File: src/rtl/cp0_int_ctrl.sv
// Coprocessor-0: SR/Cause/EPC/PRId storage, mtc0/mfc0 access, interrupt request
// generation from HWInt[7:2], and exception entry / eret bookkeeping.
module cp0_int_ctrl #(
    parameter logic [31:0] PRID_VALUE = 32'h0000_4D50,
    parameter logic [4:0]  EXC_INT    = 5'd0
) (
    input  logic        clk,
    input  logic        reset,
    input  logic [4:0]  rd_addr,
    output logic [31:0] dout,
    input  logic        we,
    input  logic [4:0]  wr_addr,
    input  logic [31:0] din,
    input  logic [5:0]  hw_int,
    input  logic [29:0] pc,
    input  logic        bd,
    input  logic        exc_req,
    input  logic [4:0]  exc_code,
    input  logic        exl_set,
    input  logic        exl_clr,
    output logic        int_req,
    output logic [29:0] epc
);

    localparam logic [4:0] REG_SR    = 5'd12;
    localparam logic [4:0] REG_CAUSE = 5'd13;
    localparam logic [4:0] REG_EPC   = 5'd14;
    localparam logic [4:0] REG_PRID  = 5'd15;

    logic [5:0]  im_q, im_d;
    logic        exl_q, exl_d;
    logic        ie_q, ie_d;
    logic [5:0]  ip_q, ip_d;
    logic        bd_q, bd_d;
    logic [4:0]  code_q, code_d;
    logic [29:0] epc_q, epc_d;

    logic [31:0] sr_rd;
    logic [31:0] cause_rd;
    logic        wr_sr;
    logic        wr_epc;

    assign int_req = ie_q & ~exl_q & (|(ip_q & im_q));
    assign epc     = epc_q;

    assign sr_rd    = {16'b0, im_q, 8'b0, exl_q, ie_q};
    assign cause_rd = {bd_q, 15'b0, ip_q, 3'b0, code_q, 2'b00};

    always_comb begin
        dout = 32'b0;
        case (rd_addr)
            REG_SR:    dout = sr_rd;
            REG_CAUSE: dout = cause_rd;
            REG_EPC:   dout = {epc_q, 2'b00};
            REG_PRID:  dout = PRID_VALUE;
            default:   dout = 32'b0;
        endcase
    end

    assign wr_sr  = we && (wr_addr == REG_SR);
    assign wr_epc = we && (wr_addr == REG_EPC);

    always_comb begin
        im_d   = im_q;
        exl_d  = exl_q;
        ie_d   = ie_q;
        ip_d   = hw_int;
        bd_d   = bd_q;
        code_d = code_q;
        epc_d  = epc_q;

        if (wr_sr) begin
            im_d  = din[15:10];
            exl_d = din[1];
            ie_d  = din[0];
        end
        if (wr_epc) begin
            epc_d = din[31:2];
        end

        // Entry overrides both the mtc0 EXL/EPC value and a concurrent eret.
        if (exl_set) begin
            exl_d = 1'b1;
            epc_d = pc;
            bd_d  = bd;
            if (int_req || !exc_req) begin
                code_d = EXC_INT;
            end else begin
                code_d = exc_code;
            end
        end else if (exl_clr) begin
            exl_d = 1'b0;
        end
    end

    always_ff @(posedge clk or posedge reset) begin
        if (reset) begin
            im_q   <= 6'b0;
            exl_q  <= 1'b0;
            ie_q   <= 1'b0;
            ip_q   <= 6'b0;
            bd_q   <= 1'b0;
            code_q <= 5'b0;
            epc_q  <= 30'b0;
        end else begin
            im_q   <= im_d;
            exl_q  <= exl_d;
            ie_q   <= ie_d;
            ip_q   <= ip_d;
            bd_q   <= bd_d;
            code_q <= code_d;
            epc_q  <= epc_d;
        end
    end

endmodule
File: config.mk
export PLATFORM = sky130hd
export DESIGN_NAME = cp0_int_ctrl
export DESIGN_NICKNAME = d
export VERILOG_FILES = /design/src/rtl/cp0_int_ctrl.sv
export SDC_FILE = /design/constraint.sdc
export NUM_CORES = 1
export LEC_CHECK = 0
export BUFFER_PORTS_ARGS = -buffer_cell sky130_fd_sc_hd__buf_2
export CAP_MARGIN = 20
export CORE_MARGIN = 1
export CORE_UTILIZATION = 46
export DETAILED_ROUTE_END_ITERATION = 10
export GPL_TIMING_DRIVEN = 0
export PLACE_DENSITY_LB_ADDON = 0.05
export SLEW_MARGIN = 20
export SYNTH_ARGS = -nofsm -noshare
export SYNTH_HDL_FRONTEND = slang
export SYNTH_SLANG_ARGS = --single-unit
File: constraint.sdc
create_clock -name clk -period 2.5 [get_ports clk]
set_input_delay 0.25 -clock clk [delete_from_list [all_inputs] [get_ports clk]]
set_output_delay 0.25 -clock clk [all_outputs]
set_load 0.005 [all_outputs]
==> flow_summary.ini <==
[cts]
root_buffer = clkbuf_8
clock_path_buffers = 2
numCtsBuffers = 5
clock_sinks = 50
ctsHtreeMaxLevel = 2
post_cts_buffers = 0
cts_tree = built
clk_pin_slew_ns = 0.09
clk_latency_ns = 0.31
cts_resized = 0

[timing]
finalSetupTns_ns = 0
setup_viol = 0
rsz0062_at_grt = no
tightest_slew_ns = 0.5409
period_minus_slack_ns = 1.721
slew_violations = 0
finalCritPeriodShare_pct = 68.84
skew_ns = 0.006511
relSlewSlack_pct = 63.88
hold_viol = 0
fmax_mhz = 581.1
setup_ws_ns = 0.7790

[job]
maxCapViolCount = 0

[setup_path]
crit_path_end = dout[21]
r2r-end = code_q[3]
worstSetupPathType = in -> out
cp_slowest_cell = nand3b_1
cp-end-kind = output port
cp_num_buf_inv = 3
cpLargestDelayFamily = simple AND/OR/NAND/NOR gates
crit_fanout = 10
reg2regPathDepth = 3
path_common_cell = buf_2
path_cells = buf_2 -> nand3b_1 -> nor2b_4 -> buf_4 -> and2_1 -> buf_2
rrSetupSlack_ns = 1.18
r2r_start = im_q[4]
start_kind = input port
critPathLaunch = rd_addr[4]
crit_cells = 6
arrival_ns = 1.47
cp_slowest_stage_delay_ns = 0.33
critPathRequiredTime_ns = 2.25

[place]
dpl_worst_slack_ns = 0.7596
numPortBuffers = 150
place_congestion = 0.8350
place_hpwl_um = 6510

[die]
dieArea_sq_um = 6517
rows = 28
start_util_pct = 47.88
io_pins = 153
fp.dieW_um = 80.73
core_sq_um = 5956
chipHeight_um = 80.73

[detailed_routing]
wl_per_cell_um = 16.03
totalWireLength_um = 8655
wl_met3_um = 653
antenna_left = 0
first_pass_iters = 5
vias = 2987
top_layer_used = met4
drt_iter0_drc = 145
wl_met2_um = 4301
via_per_inst = 5.531
route.detailed.drc = 0
wl_met1_um = 3624

[synthesis]
postSynthCellCount = 305
avgSynthCellArea_sq_um = 9.349
synth_area_leaders = dfrtp_1 (44%), nand4b_1 (9.5%), a31oi_1 (6.8%)
yosysWarnings = 0
yosys.cell_types.count = 31
syn_nets = 395
synth_top_cell_by_area = dfrtp_1
ys_seq_area_share_pct = 43.88
yosys.area.top_type_share_pct = 43.88
synth.cell_area_sq_um = 2851
synth_seq_cells = 50

[layout]
nFillCells = 530
fin_util_pct = 64.41
mostFrequentLayoutCells = buf_2 (158), dfrtp_1 (50), nor2_1 (42)
final_common_cell = buf_2
seq_area_sq_um = 1251
multiInputGateArea_sq_um = 1410
nNetsFinal = 554
diodes = 0
areaGrowthSynthToFinish_pct = 34.53
layout-drive-gt1-share_pct = 40.43

[min_path]
hp-class = in -> reg

[grt]
antenna_found_initial = 0
grt_usage_pct = 27.14
grt_pass1_vias = 2748
grt_overflow = 0
grt_first_pass_wirelength_um = 13180
grt_max_degree = 29

[power_and_ir_drop]
vdd_drop_max_mv = 0.2628
p_leak_nw = 1.847
powerDensity_nw_per_um2 = 512.2
total_power_mw = 1.965

[status]
status = complete, no violations
==> report_power, final <==
group / total (mW) / internal, mW / switching [mW]
combinational: 0.424 / 0.219 / 0.205
sequential: 0.960 / 0.894 / 0.0663
clock: 0.581 / 0.299 / 0.282
==> area by class of cell <==
class                      count  area share, %
tap                           75          2.446
clock buffer                   6          1.892
clock inverter                 2         0.9785
buffer                        30          4.273
inverter                       7         0.6849
multi-input combinational    218          36.76
timing repair buffer         152          20.35
sequential                    50          32.62
==> how the worst min path moves through the flow <==
stage	from	endpoint	depth (start not counted)
floorplan	hw_int[0]	ip_q[0]	0
global placement	hw_int[5]	ip_q[5]	1
detailed placement	reset	epc[14]	2
CTS	hw_int[3]	ip_q[3]	1
global route	hw_int[2]	ip_q[2]	1
finish	hw_int[3]	ip_q[3]	1
==> per-layer routing <==
metal  vias up  global-route usage [%]
li1       1437                       -
met1      1418                   34.27
met2       126                   47.46
met3         6                   5.730
met4         0                   6.429
met5         -                       0
==> cell usage after synthesis, drive strengths merged <==
cell type	n
nand3b	1
nor2b	3
nand2	14
and2b	1
a21oi	3
mux2	11
nand4b	31
o22ai	3
clkbuf	15
a31oi	31
nand2b	4
a2bb2oi	3
a311o	1
nor4b	2
inv	7
nor2	42
dfrtp	50
o21ai	33
a22oi	7
o221ai	5
and4b	1
mux2i	3
and2	18
buf	15
nand4	1
==> repair_timing <==
item                                    4_1_cts  5_1_grt
hold buffers                                  1        0
endpoints found under the setup margin        0        0
endpoints found under the hold margin        22        0
==> worst register-to-register path, stage by stage (launching register included) <==
cell and delay, ns:
dfrtp_1 0.41, a22oi_1 0.27, nand4_1 0.28, o221ai_1 0.28
==> flip-flops by register name, indices dropped and copies added, names as in the netlist <==
register	count
im_q	6
code_q	5
exl_q	1
ip_q	6
epc	30
bd_q	1
ie_q	1
==> per-stage QoR <==
| stage | hold slack (ns) | area (sq um) | std cells |
|---|---|---|---|
| 2_1_floorplan | 0.2814 | 2851 | 305 |
| 3_3_place_gp | 0.3586 | 3696 | 530 |
| 3_5_place_dp | 0.3235 | 3716 | 531 |
| 4_1_cts | 0.03765 | 3836 | 540 |
| 5_1_grt | 0.03030 | 3836 | 540 |
| 6_report | 0.04810 | 3836 | 540 |
==> logic make-up after synthesis <==
kind of cell,count (synthesis),synth area share (%)
AND/OR/NAND/NOR,118,24.70
AO/OA/AOI/OAI,86,18.43
flip-flops,50,43.88
buffers and inverters,37,6.670
multiplexers,14,6.318
Note: power is estimated with default switching activity, not from simulation.
